--- src/rtl/neuron_pkg.sv ---
// Shared types and helpers for the neuron MAC datapath and its layer controller.
// sat_signed clamps a sign-extended value into a narrower signed range; relu zeroes negatives.
package neuron_pkg;

    typedef enum logic [1:0] {
        S_IDLE  = 2'd0,
        S_ACCUM = 2'd1,
        S_DRAIN = 2'd2,
        S_OUT   = 2'd3
    } state_t;

    localparam int NN_DATA_W   = 8;
    localparam int NN_ACC_W    = 20;
    localparam int NN_N_INPUTS = 16;

    function automatic logic signed [63:0] sat_signed(input logic signed [63:0] v,
                                                      input int unsigned     width);
        logic signed [63:0] mx;
        logic signed [63:0] mn;
        mx = (64'sd1 <<< (width - 1)) - 64'sd1;
        mn = -mx - 64'sd1;
        if (v > mx)
            return mx;
        else if (v < mn)
            return mn;
        else
            return v;
    endfunction

    function automatic logic signed [63:0] relu(input logic signed [63:0] v);
        return (v < 0) ? 64'sd0 : v;
    endfunction

endpackage

--- src/rtl/sat_clamp.sv ---
// Combinational signed clamp from an IN_W-bit value to the OUT_W-bit signed range.
module sat_clamp
    import neuron_pkg::*;
#(
    parameter int IN_W  = 21,
    parameter int OUT_W = 20
) (
    input  logic signed [IN_W-1:0]  i_val,
    output logic signed [OUT_W-1:0] o_val
);

    logic signed [63:0] w_ext;
    logic signed [63:0] w_res;

    assign w_ext = 64'(i_val);
    assign w_res = sat_signed(w_ext, OUT_W);
    assign o_val = w_res[OUT_W-1:0];

endmodule

--- src/rtl/neuron_mac.sv ---
// Handshaked signed MAC for one neuron: bias + sum(weight*in) over N_INPUTS beats,
// saturating accumulator, optional ReLU, arithmetic shift and clamp to DATA_W.
module neuron_mac
    import neuron_pkg::*;
#(
    parameter int DATA_W   = 8,
    parameter int ACC_W    = 20,
    parameter int N_INPUTS = 16,
    parameter int SHIFT    = 0,
    parameter int RELU     = 1
) (
    input  logic                     clk,
    input  logic                     reset,
    input  logic                     i_start,
    input  logic signed [ACC_W-1:0]  i_bias,
    input  logic                     i_in_valid,
    output logic                     o_in_ready,
    input  logic signed [DATA_W-1:0] i_weight,
    input  logic signed [DATA_W-1:0] i_in,
    output logic                     o_out_valid,
    input  logic                     i_out_ready,
    output logic signed [DATA_W-1:0] o_out,
    output logic                     o_acc_sat,
    output logic                     o_busy
);

    localparam int CNT_W  = $clog2(N_INPUTS + 1);
    localparam int PROD_W = 2 * DATA_W;

    state_t                    r_state;
    state_t                    w_next;
    logic signed [ACC_W-1:0]   r_acc;
    logic signed [DATA_W-1:0]  r_w;
    logic signed [DATA_W-1:0]  r_x;
    logic                      r_opv;
    logic                      r_sat;
    logic [CNT_W-1:0]          r_cnt;

    logic                      w_fire;
    logic                      w_last;
    logic signed [PROD_W-1:0]  w_prod;
    logic signed [ACC_W:0]     w_sum;
    logic signed [ACC_W-1:0]   w_acc_next;
    logic                      w_acc_clamp;
    logic signed [ACC_W-1:0]   w_shr;
    logic signed [63:0]        w_shr64;
    logic signed [63:0]        w_act;
    logic signed [DATA_W-1:0]  w_res;

    assign w_fire = (r_state == S_ACCUM) && i_in_valid;
    assign w_last = w_fire && (r_cnt == CNT_W'(N_INPUTS - 1));

    always_ff @(posedge clk) begin
        if (reset)
            r_state <= S_IDLE;
        else
            r_state <= w_next;
    end

    always_comb begin
        w_next      = r_state;
        o_in_ready  = 1'b0;
        o_out_valid = 1'b0;
        o_busy      = 1'b1;
        case (r_state)
            S_IDLE: begin
                o_busy = 1'b0;
                if (i_start)
                    w_next = S_ACCUM;
            end
            S_ACCUM: begin
                o_in_ready = 1'b1;
                if (w_last)
                    w_next = S_DRAIN;
            end
            S_DRAIN: w_next = S_OUT;
            S_OUT: begin
                o_out_valid = 1'b1;
                if (i_out_ready)
                    w_next = S_IDLE;
            end
            default: w_next = S_IDLE;
        endcase
    end

    // The ACC_W+1 sum cannot overflow, so the clamp flag is just "clamp changed the value".
    assign w_prod      = PROD_W'(r_w) * PROD_W'(r_x);
    assign w_sum       = {r_acc[ACC_W-1], r_acc}
                       + {{(ACC_W + 1 - PROD_W){w_prod[PROD_W-1]}}, w_prod};
    assign w_acc_clamp = (w_sum != {w_acc_next[ACC_W-1], w_acc_next});

    sat_clamp #(.IN_W(ACC_W + 1), .OUT_W(ACC_W)) u_acc_clamp (
        .i_val (w_sum),
        .o_val (w_acc_next)
    );

    always_ff @(posedge clk) begin
        if (reset) begin
            r_acc <= '0;
            r_w   <= '0;
            r_x   <= '0;
            r_opv <= 1'b0;
            r_sat <= 1'b0;
            r_cnt <= '0;
        end else if (r_state == S_IDLE && i_start) begin
            r_acc <= i_bias;
            r_opv <= 1'b0;
            r_sat <= 1'b0;
            r_cnt <= '0;
        end else begin
            r_opv <= w_fire;
            if (w_fire) begin
                r_w   <= i_weight;
                r_x   <= i_in;
                r_cnt <= r_cnt + CNT_W'(1);
            end
            if (r_opv) begin
                r_acc <= w_acc_next;
                if (w_acc_clamp)
                    r_sat <= 1'b1;
            end
        end
    end

    assign w_shr   = r_acc >>> SHIFT;
    assign w_shr64 = 64'(w_shr);
    assign w_act   = (RELU != 0) ? relu(w_shr64) : w_shr64;

    sat_clamp #(.IN_W(64), .OUT_W(DATA_W)) u_out_clamp (
        .i_val (w_act),
        .o_val (w_res)
    );

    assign o_out     = (r_state == S_OUT) ? w_res : '0;
    assign o_acc_sat = r_sat;

endmodule

--- config.mk ---
export PLATFORM = sky130hd
export DESIGN_NAME = neuron_mac
export DESIGN_NICKNAME = d
export VERILOG_FILES = /design/src/rtl/neuron_pkg.sv /design/src/rtl/sat_clamp.sv /design/src/rtl/neuron_mac.sv
export SDC_FILE = /design/constraint.sdc
export NUM_CORES = 1
export LEC_CHECK = 0
export BUFFER_PORTS_ARGS = -buffer_cell sky130_fd_sc_hd__buf_2
export CAP_MARGIN = 30
export CORE_MARGIN = 1
export CORE_UTILIZATION = 62
export CTS_CLUSTER_DIAMETER = 40
export DETAILED_ROUTE_END_ITERATION = 10
export PLACE_DENSITY = 0.83
export SYNTH_ARGS = -nofsm -noshare
export SYNTH_HDL_FRONTEND = slang
export SYNTH_SLANG_ARGS = --single-unit
--- constraint.sdc ---
create_clock -name clk -period 6.8 [get_ports clk]
set_input_delay 1.36 -clock clk [delete_from_list [all_inputs] [get_ports clk]]
set_output_delay 1.36 -clock clk [all_outputs]
set_load 0.02 [all_outputs]
# == Word level (Yosys, flattened, before mapping) ==
# Index checks and enable logic that the tools add are counted.
# classes
eq_ne,8
order_cmp,5
mul,1
n_reduce_logical,9
muxes,15
n_bitwise,1
n_addsub,2
# ops
cell,n
two-way mux 20 bit,4
greater-than comparator 64 x 8 -> 1 bit (second input constant),1
less-than comparator 64 x 8 -> 1 bit (second input constant),1
two-way mux 64 bit,1
two-way mux 8 bit,3
adder 20 x 16 -> 21 bit,1
greater-than comparator 21 x 20 -> 1 bit (second input constant),1
less-than comparator 21 x 20 -> 1 bit (second input constant),1
inequality test 21 bit,1
less-than comparator 20 x 1 -> 1 bit (second input constant),1
multiplier 8 x 8 -> 16 bit,1
one-hot mux 2 bit (4 select lines),1
two-way mux 2 bit,3
inequality test 2 bit (second input constant),3
adder 5 x 1 -> 5 bit (second input constant),1
equality test 5 x 4 -> 1 bit (second input constant),1
equality test 2 bit (second input constant),2
AND reduction 2 bit,2
logical AND 1 bit,3
two-way mux 1 bit,3
AND reduction 3 bit,1
equality test 2 x 1 -> 1 bit (second input constant),1
zero test 2 bit,1
nonzero test 2 bit,1
2 further kinds,2
# word_totals
inputBits,41
register_bits,45
wordCells,48

# == Longest topological paths before layout ==
# Gate-level depths: netlist (run 1).
# logic_depth
word_depth,7
mapped_depth,22

# == By module ==
# From an unflattened synthesis (run 1), not the netlist that was laid out.
# hier_totals
hier_cells,820
hier_area_um2,6895.4
# by_module_without_submodules
module,n_inst,cells_each,area_per_inst_um2
neuron_mac,1,700,6202.2
sat_clamp (u_out_clamp),1,56,357.8
sat_clamp (u_acc_clamp),1,64,335.3

# == Worst setup path after synthesis (run 1) ==
# No wires, ideal clock.
# synth_path
kind,reg-to-reg
start,register r_x[1]
end,register r_acc[8]
setup_slack_ns,1.201
path_buffers,2
arrival_ns,5.524
stages_incl_launch_ff,19
setup_time_ns,0.075
cell_sequence,dfxtp_1 clkbuf_1 and2_1 fa_1 fa_1 inv_1 fa_1 inv_1 fa_1 ha_1 ha_1 and3_1 a31o_2 a311o_1 a31oi_1 xnor2_1 buf_2 nand3_1 a31oi_1
# synth_via
elab_chain_cells,7
word_cells_on_any_way,8
classes_between,add/sub (1); mul (1); order compare (2); mux (4)
# synth_rtl
item,line_no,text
start: declaration,neuron_mac.sv:34,logic signed [DATA_W-1:0] r_x;
start signal: assignment,neuron_mac.sv:114,r_x <= i_in;
multiplier 8 x 8 -> 16 bit *,neuron_mac.sv:87,assign w_prod = PROD_W'(r_w) * PROD_W'(r_x);
adder 20 x 16 -> 21 bit *,neuron_mac.sv:89,"+ {{(ACC_W + 1 - PROD_W){w_prod[PROD_W-1]}}, w_prod};"
less-than comparator 21 x 20 -> 1 bit,neuron_pkg.sv:24,else if (v < mn)
two-way mux 20 bit,neuron_pkg.sv:24,
two-way mux 20 bit *,neuron_pkg.sv:22,if (v > mx)
two-way mux 20 bit *,neuron_mac.sv:117,if (r_opv) begin
two-way mux 20 bit *,neuron_mac.sv:105,end else if (r_state == S_IDLE && i_start) begin
end signal: assignment,neuron_mac.sv:106,r_acc <= i_bias;
end signal: assignment,neuron_mac.sv:118,r_acc <= w_acc_next;
end: declaration,neuron_mac.sv:32,logic signed [ACC_W-1:0] r_acc;
# Every way passes the cells marked *; elsewhere a longest branch is shown, timed or not. The select of a mux whose other input is x is not followed.
# A chain may end at the register's enable or synchronous reset.

# == Worst setup path after layout (run 1) ==
# layout_path
start,register r_x[3]
end,register r_acc[11]
# Same word-level chain as after synthesis.

==> metrics, run 1 <==
outcome=complete, no violations; core area=9240 um^2; GRT Overall Usage=31.1%; PostCTS Resize Cnt=0; DP Area=6270 um^2; GPL Wtd Cong=0.938; area share of the largest cell type after synthesis=31.1%; WS Path Type=reg2reg; FF+latch count, synth=45; Post-synth EDFFs=0; normalized max-slew margin=35.1%; reg2reg path depth=18; max frequency=161 MHz; Max-Cap Viols=0; crit path launch=r_x[3]$_SDFFE_PP0P_; FF-to-FF Start=r_x[3]$_SDFFE_PP0P_; Ys Warns=0; fill cell count=738; antenna violations before repair=0; Die Wd=99.7 um; Pleak=3.26 nW; Worst Hold Depth=2; fin. max-slew vios=0; PD cells=227 nW/um^2; Detailed Place HPWL=11.8 mm; TritonRoute pass-1 iters=6; Crit Path Max Fanout=12; Placed Cells=818; RSZ-0062 raised after global routing=false; most common cell in the netlist=inv_1; Synth Instances=656; Commonest cells post-synth=inv_1, fa_1, nand2_1; Die Span Y=99.7 um; Reg power frac=27.7%; post-synthesis cell area=5920 um^2; Worst Path Arrival=6.37 ns; hold_buf cts=0; internal cell power=0.754 mW; hold crit path type=reg2reg; clock-pin transition on the worst setup and hold timing paths=0.10 ns; post-route clock skew=0.00266 ns; sw power=0.694 mW; final hold violation count=0; Root Buffer=clkbuf_8; crit start category=flop; Final period util=91.1%; clk_lat worst skew=0.31 ns; Routed Antenna Nets=0; clk sinks=45; ys flop type=dfxtp_1; grt ovf=0; vias in the first global route=4861; Initial Util=64.0%; detailed-route via count=4701; Worst Hold End=o_acc_sat$_SDFFE_PP0P_; Comb power frac=56.7%; DR iter-0 viols=213; first-pass GRT wire length=23.9 mm; Least-Margin Pin Slew=0.973 ns; R2R Path End=r_acc[11]$_SDFFE_PP0P_; Area growth, synth to finish=7.99%; Final Critical Period=6.19 ns; Mapped Nets=844; share of cells above drive strength 1=10.3%; Required @ worst endpoint=6.97 ns; largest net degree at the start of global routing=31; clock network fraction of design power=15.6%; syn avg cell area=9.02 um^2; Setup Buffers After CTS=0; CTS tree=built; Async SR Flop Fraction=0%; H-tree levels=2; Sw Share=47.9%; final wirelength=14.1 mm; cell accounting for the most synthesized area=fa_1; Final Cell Area=6390 um^2; Area contributors post-synth=fa_1, dfxtp_1, ha_1; Hold Path Origin=o_acc_sat$_SDFFE_PP0P_; # IOs=53; sequential fraction of the synthesis area=15.2%; cell row count=35; IO buf count=51; Post-Layout Cell Count=826; final setup vio count=0; Synth cell types=50; CP Capture Type=flop; die area=9940 um^2; Clock Path Buffers=2; drt wl/cell=17.1 um; fin nets=884; Fin Setup TNS=0 ns; power consumption=1.45 mW; drt via density=5.69; Diodes inserted=0; Worst VDD drop=0.170 mV; Num CTS Buffers=5; flop2flop setup slack=0.61 ns; DRC viols=0
==> critical path, cell delays in order, from the launching register on <==
cell and delay, ns:
dfxtp_1 0.41, nand2_1 0.15, inv_1 0.07, fa_1 0.56, inv_1 0.15, fa_1 0.72
inv_1 0.18, fa_1 0.53, fa_1 0.50, ha_1 0.31, ha_1 0.39, and3_1 0.25
and3_1 0.20, a311o_1 0.31, a31oi_1 0.18, xnor2_1 0.13, buf_4 0.20, o41ai_4 0.71
a211oi_1 0.09
==> area by class of cell <==
type                            count  area [um^2]  area share (%)
Multi-Input combinational cell    484         4530            70.8
Sequential cell                    45          901            14.1
Inverter                          104          390            6.11
Timing Repair Buffer               56          293            4.58
Tap cell                          129          161            2.53
Clock buffer                        5         68.8            1.08
Clock inverter                      3         50.0           0.783
==> routing by layer <==
layer | vias up | GRT usage (%) | routed length (um) | part of all wire (%)
li1 | 2228 | - | - | -
met1 | 2294 | 43.6 | 6230 | 44
met2 | 154 | 51.0 | 6910 | 49
met3 | 25 | 4.57 | 737 | 5.2
met4 | 0 | 7.81 | 255 | 1.8
met5 | - | 0 | 0 | 0
==> layout by cell type (no fill, tap or decap), types with 5 or more instances in the layout <==
cell type	instances
a211oi_1	17
a21o_1	14
a21oi_1	25
a31oi_1	14
and2_1	37
buf_2	51
buf_4	5
clkbuf_8	5
dfxtp_1	45
fa_1	92
ha_1	55
inv_1	104
nand2_1	77
nand3_1	6
nor2_1	26
nor2b_1	7
nor3_1	5
o21a_1	9
o21ai_0	19
o31a_1	5
o31ai_1	7
or3_1	12
xnor2_1	11
xor2_1	10
==> power groups by stage <==
stage          clock [mW]  combinational (mW)  sequential, mW
2_1_floorplan           0               0.630           0.363
3_3_place_gp            0               0.768           0.403
3_5_place_dp            0               0.809           0.406
4_1_cts             0.223               0.820           0.400
5_1_grt             0.235               0.928           0.410
6_report            0.225               0.821           0.402
==> flip-flops by register name, summed over array words and instances, names as in the netlist <==
name	cells
o_acc_sat	1
r_cnt	5
r_state	2
r_w	8
r_x	8
r_acc	20
r_opv	1
==> how the worst max path moves through the flow <==
stage,end,cells after the start
after floorplan,r_acc[8]$_SDFFE_PP0P_,18
after global placement,r_acc[18]$_SDFFE_PP0P_,16
after detailed placement,r_acc[18]$_SDFFE_PP0P_,18
after CTS,r_acc[14]$_SDFFE_PP0P_,18
after global routing,r_acc[14]$_SDFFE_PP0P_,18
final,r_acc[11]$_SDFFE_PP0P_,18
==> logic make-up after synthesis <==
family / Yosys count / synth area share, %
DFF: 45 / 15.2
adders and majority gates: 147 / 42.8
and+or+nand+nor: 185 / 15.1
buffers and inverters: 127 / 8.29
xor gates and xnor gates: 21 / 3.11
muxes: 3 / 0.529
AOI/OAI and AO/OA: 127 / 14.9
other: 1 / 0.0634
==> through the flow <==
step | worst slack [ns] | hold slack (ns) | util, %
final | 0.606 | 0.477 | 69.2
after global routing | 0.260 | 0.512 | 69.2
after CTS | 0.601 | 0.476 | 69.2
after detailed placement | 0.653 | 0.451 | 67.9
after global placement | 0.617 | 0.444 | 67.8
after floorplan | 1.20 | 0.471 | -
No activity file was read; power rests on OpenSTA's default activity.
==> run 2, diff against run 1 <==
CORE_UTILIZATION = 63   (was 62)
SYNTH_HIERARCHICAL = 1   (was not set)
==> metrics, run 2 <==
Regs by FF count=r_acc: 20 flops, r_w: 8 flops, r_x: 8 flops; detailed-route via count=5689 (+21%); Worst VDD drop=0.188 mV (+11%); hold_ws=0.501 ns (+0.0242 ns); Routed Antenna Nets=0 (unchanged); DRC viols=0 (unchanged); final worst slack=0.0446 ns (-0.562 ns); Die Wd=107 um (+7.0%); first-pass GRT wire length=24.9 mm (+4.2%); sequential fraction of the synthesis area=13.1% (-2.2 points); max frequency=148 MHz (-8.3%); ys flop type=dfxtp_1; clock network fraction of design power=8.3% (-7.3 points); RSZ-0062 raised after global routing=true; power consumption=2.12 mW (+47%); CTS tree=built; TritonRoute pass-1 iters=5 (-1); post-synthesis cell area=6900 um^2 (+17%); Crit Path Max Fanout=9 (-3); commonest cells after routing, fill and taps aside=inv_1, nand2_1, conb_1, fa_1, nor2_1; Core Util, Final=75.7% (+6.6 points); FF+latch count, synth=45 (unchanged); Reg power frac=19.1% (-8.6 points); Post-Layout Cell Count=1104 (+34%); core area=10500 um^2 (+13%); Placed Cells=1090 (+33%); DP Area=7730 um^2 (+23%); H-tree levels=2 (unchanged); most common cell in the netlist=inv_1; Num CTS Buffers=5 (unchanged); sw power=1.07 mW (+53%); clk sinks=45 (unchanged); syn avg cell area=8.41 um^2 (-6.8%); Reg with most FFs=r_acc; Final Critical Period=6.76 ns (+0.562 ns); antenna violations before repair=0 (unchanged); final wirelength=14.8 mm (+4.4%); grt ovf=0 (unchanged); Least-Margin Pin Slew=0.772 ns (-0.202 ns); Async SR Flop Fraction=0% (unchanged); die area=11400 um^2 (+14%); Largest register FFs=20 (unchanged); leading cell type in the layout, fill and taps excluded=inv_1; GRT Overall Usage=27.8% (-3.3 points); PD cells=268 nW/um^2 (+18%); drt via density=5.15 (-9.5%); Post-synth EDFFs=0 (unchanged); largest net degree at the start of global routing=44 (+42%); Detailed Place HPWL=12.2 mm (+3.9%); vias in the first global route=5570 (+15%); Root Buffer=clkbuf_8; Max-Cap Viols=0 (unchanged); Clock Path Buffers=2 (unchanged); GPL Wtd Cong=0.912 (-2.8%); drt wl/cell=13.4 um (-22%); Area contributors post-synth=fa_1, dfxtp_1, ha_1; flop2flop setup slack=0.04 ns (-0.56 ns); fin nets=1155 (+31%); outcome=complete, no violations; IO buf count=51 (unchanged); Synth cell types=53 (+6.0%); clk_lat worst skew=0.32 ns (about the same); # IOs=53 (unchanged); Pleak=3.99 nW (+23%); Die Span Y=107 um (+7.0%); final setup vio count=0 (unchanged); cell row count=37 (+5.7%); clock-pin transition on the worst setup and hold timing paths=0.10 ns (about the same); internal cell power=1.06 mW (+40%); minimum setup slack after placement=-0.192 ns (-0.845 ns); crit start category=flop; CP Capture Type=flop; final hold violation count=0 (unchanged); Fin Setup TNS=0 ns (unchanged); area share of the largest cell type after synthesis=26.7% (-4.4 points); fin. max-slew vios=0 (unchanged); Diodes inserted=0 (unchanged); Worst Path Arrival=6.95 ns (+0.58 ns); Required @ worst endpoint=6.99 ns (+0.02 ns); share of cells above drive strength 1=14.7% (+4.3 points); WS Path Type=reg2reg; hold crit path type=reg2reg; Sw Share=50.2% (+2.2 points); post-route clock skew=0.0126 ns (+0.00991 ns); Synth Instances=820 (+25%); Area growth, synth to finish=14.9%; DR iter-0 viols=288 (+35%); Final Cell Area=7920 um^2 (+24%); normalized max-slew margin=48.5% (+13 points); Commonest cells post-synth=inv_1, nand2_1, fa_1; Comb power frac=72.6% (+16 points); Initial Util=65.9% (+1.9 points); Ys Warns=6 (+6); cell accounting for the most synthesized area=fa_1; Final period util=99.3% (+8.3 points)
[run 2: changes by cell type after synthesis, sizes merged, moves of 17 or more]
cell / change
mux2i: +21
inv: +26
nand4: +18
nor4: +17
nor2: +42
nand2: +19
[run 2: worst paths after layout]
path / startpoint / end / cells past startpoint
worst max-delay path: r_w[6]$_SDFFE_PP0P_ / o_acc_sat$_SDFFE_PP0P_ / 25
worst min-delay path: r_w[1]$_SDFFE_PP0P_ / r_w[1]$_SDFFE_PP0P_ / 2
worst max register to register: r_w[6]$_SDFFE_PP0P_ / o_acc_sat$_SDFFE_PP0P_ / 25
worst min register to register: r_w[1]$_SDFFE_PP0P_ / r_w[1]$_SDFFE_PP0P_ / 2
[run 2: power groups by stage]
stage               Sequential [mW]  Combinational, mW  Clock (mW)
finish                        0.405               1.54       0.177
CTS                           0.401               1.49       0.179
floorplan                     0.368               1.20           0
detailed placement            0.405               1.46           0
global placement              0.404               1.43           0
global route                  0.414               1.72       0.190
[run 2: critical path: stages, from the launching register on]
cell and delay [ns]:
dfxtp_1 0.40, and2_1 0.21, fa_1 0.49, inv_1 0.05
fa_1 0.51, fa_1 0.44, fa_1 0.54, inv_1 0.05
fa_1 0.45, ha_1 0.36, o2111ai_1 0.18, a21o_1 0.21
a311o_1 0.35, o21ai_1 0.18, a21oi_2 0.09, xnor2_2 0.14
buf_4 0.17, o21ai_1 0.28, xor2_1 0.13, or4_1 0.43
nor4_2 0.19, nand4_1 0.16, nor4_2 0.18, nand4_1 0.15
nor4_2 0.17, a31oi_1 0.11
[run 2: layout make-up]
class	instances	area [um^2]
inverters	130	488
clock buffers	7	76.3
fillers	798	2540
flip-flops and latches	45	915
well taps	136	170
clock inverters	1	7.51
repair buffers	89	552
multi-input cells	696	5710
[run 2: cells by family (layout without fill, tap and decap cells)]
| logic type | count (synthesis) | after routing | share of synthesized area [%] |
|---|---|---|---|
| and+or+nand+nor | 281 | 281 | 20.0 |
| buffers and inverters | 170 | 227 | 9.74 |
| adders and majority gates | 147 | 147 | 36.7 |
| AOI/OAI and AO/OA | 107 | 107 | 10.5 |
| xor gates and xnor gates | 45 | 45 | 6.44 |
| DFF | 45 | 45 | 13.1 |
| muxes | 24 | 24 | 3.50 |
| other | 1 | 92 | 0.0544 |
[run 2: timing repair]
item,CTS,global route
hold buffers,0,0
pin swaps,2,2
setup buffers,4,2
setup endpoints to repair,1,1
resized for setup,10,13
[run 2: per-layer routing]
layer | up-vias | track usage, % | wire length [um]
met5 | - | 0 | 0
met4 | 0 | 8.22 | 277
met3 | 25 | 4.01 | 733
met2 | 136 | 47.0 | 7130
met1 | 2703 | 37.0 | 6630
li1 | 2825 | - | -
==> run 3, diff against run 2 <==
CORE_UTILIZATION = 65   (was 63)
PLACE_DENSITY = 0.85   (was 0.83)
clock period = 8.6 ns   (was 6.8 ns; I/O delays follow)
==> metrics, run 3 (synthesis gave the netlist of run 2 again) <==
vias in the first global route=5660 (+1.6%); Slowest cell on crit path=and2_1; WS Path Type=reg2reg; drt wl/cell=13.7 um (+2.5%); first-pass GRT wire length=25.3 mm (+1.4%); Initial Util=66.8% (+0.89 points); Die Span Y=105 um (-1.5%); fin. max-slew vios=0 (unchanged); CTS tree=built; grt ovf=0 (unchanged); detailed-route via count=5586 (-1.8%); Fin Setup TNS=0 ns (unchanged); Least-Margin Pin Slew=0.836 ns (+0.0642 ns); crit-path max cell delay=0.65 ns (+0.11 ns); leading cell type in the layout, fill and taps excluded=inv_1; GRT Overall Usage=28.7% (+0.95 points); Regs by FF count=r_acc: 20 flops, r_w: 8 flops, r_x: 8 flops; Reg with most FFs=r_acc; DR iter-0 viols=247 (-14%); DRC viols=0 (unchanged); # IOs=53 (unchanged); hold_buf cts=0 (unchanged); hold crit path type=reg2reg; final wirelength=14.7 mm (-0.68%); clk_lat worst skew=0.32 ns (about the same); Num CTS Buffers=5 (unchanged); final setup vio count=0 (unchanged); crit start category=flop; Root Buffer=clkbuf_8; Core Util, Final=73.9% (-1.8 points); TritonRoute pass-1 iters=4 (-1); max frequency=129 MHz (-13%); GPL Wtd Cong=0.859 (-5.9%); clock-pin transition on the worst setup and hold timing paths=0.10 ns (about the same); post-route clock skew=0.0117 ns (-0.000869 ns); outcome=complete, no violations; CP cell instances=and2_1, fa_1, inv_1, fa_1, fa_1, fa_1, inv_1, fa_1, ha_1, nor3b_2, o211ai_2, a21oi_2, a21oi_1, xnor2_2, nor2_1, o21ai_1, xor2_1, or4_1, nor4_1, nand4_1, nor4_1, nand4_1, nor4_1, a31oi_1; Area growth, synth to finish=10.6%; core area=10300 um^2 (-1.3%); PostCTS Resize Cnt=0 (-10); power consumption=1.63 mW (-23%); Die Wd=105 um (-1.5%); Largest register FFs=20 (unchanged); CP Buf/Inv Count=2 (-1); Routed Antenna Nets=0 (unchanged); PD cells=214 nW/um^2 (-20%); commonest cells after routing, fill and taps aside=inv_1, nand2_1, fa_1, conb_1, nor2_1; Setup Buffers After CTS=0 (-4); fill cell count=799 (+0.13%); Required @ worst endpoint=8.80 ns (+1.81 ns); Post-Layout Cell Count=1070 (-3.1%); Worst VDD drop=0.154 mV (-18%); Clock Path Buffers=2 (unchanged); CP Capture Type=flop; largest net degree at the start of global routing=44 (unchanged); drt via density=5.22 (+1.3%); fin nets=1121 (-2.9%); die area=11000 um^2 (-3.0%); Pleak=3.82 nW (-4.2%); normalized max-slew margin=44.3% (-4.3 points); Final period util=90.1% (-9.3 points); Detailed Place HPWL=12.2 mm (+0.12%); Placed Cells=1062 (-2.6%); H-tree levels=2 (unchanged); cell row count=37 (unchanged); final hold violation count=0 (unchanged); share of cells above drive strength 1=9.42% (-5.2 points); Final Critical Period=7.75 ns (+0.991 ns); IO buf count=51 (unchanged); Diodes inserted=0 (unchanged); RSZ-0062 raised after global routing=false; most used cell, CP=fa_1; clk sinks=45 (unchanged); Max-Cap Viols=0 (unchanged); antenna violations before repair=0 (unchanged); Worst Path Arrival=7.95 ns (+1.00 ns); Crit Path Max Fanout=19 (+10); top cell family by delay on the critical path=adder cells
run 3: final cells by class:
type	count	area, um^2	share of cell area, %
Clock inverter	2	38.8	0.509
Multi-Input combinational cell	696	5670	74.4
Inverter	130	488	6.40
Timing Repair Buffer	55	285	3.74
Sequential cell	45	901	11.8
Clock buffer	6	72.6	0.951
Tap cell	136	170	2.23
run 3: where the power goes:
| group | leakage (nW) | switching, mW | internal [mW] | total [mW] |
|---|---|---|---|---|
| Clock | 0.0554 | 0.0842 | 0.0875 | 0.172 |
| Sequential | 0.368 | 0.0794 | 0.256 | 0.336 |
| Combinational | 3.40 | 0.649 | 0.477 | 1.13 |
run 3: routing by layer:
layer / wire, um / part of all wire [%] / global-route usage [%]
met5: 0 / 0 / 0
met4: 320 / 2.2 / 9.26
met3: 702 / 4.8 / 4.18
met2: 7240 / 49 / 50.1
met1: 6400 / 44 / 36.6
run 3: final timing paths:
kind                         start                endpoint  slack (ns)  depth (start not counted)
min reg2reg  r_cnt[4]$_SDFFE_PP0P_   r_cnt[4]$_SDFFE_PP0P_        0.50                          2
min          r_cnt[4]$_SDFFE_PP0P_   r_cnt[4]$_SDFFE_PP0P_        0.50                          2
max reg2reg    r_x[0]$_SDFFE_PP0P_  o_acc_sat$_SDFFE_PP0P_        0.85                         24
max            r_x[0]$_SDFFE_PP0P_  o_acc_sat$_SDFFE_PP0P_        0.85                         24
run 3: worst min-delay path, cell delays in order (launching register included):
cell	delay, ns
dfxtp_1	0.32
nor2_1	0.09
a211oi_1	0.05
run 3: through the flow:
stage,hold slack (ns),setup WS (ns),cell area (um^2)
after floorplan,0.471,1.74,7240
after CTS,0.497,0.920,7630
after global placement,0.484,1.29,7520
after global routing,0.516,0.235,7630
after detailed placement,0.487,0.972,7520
final,0.496,0.854,7630
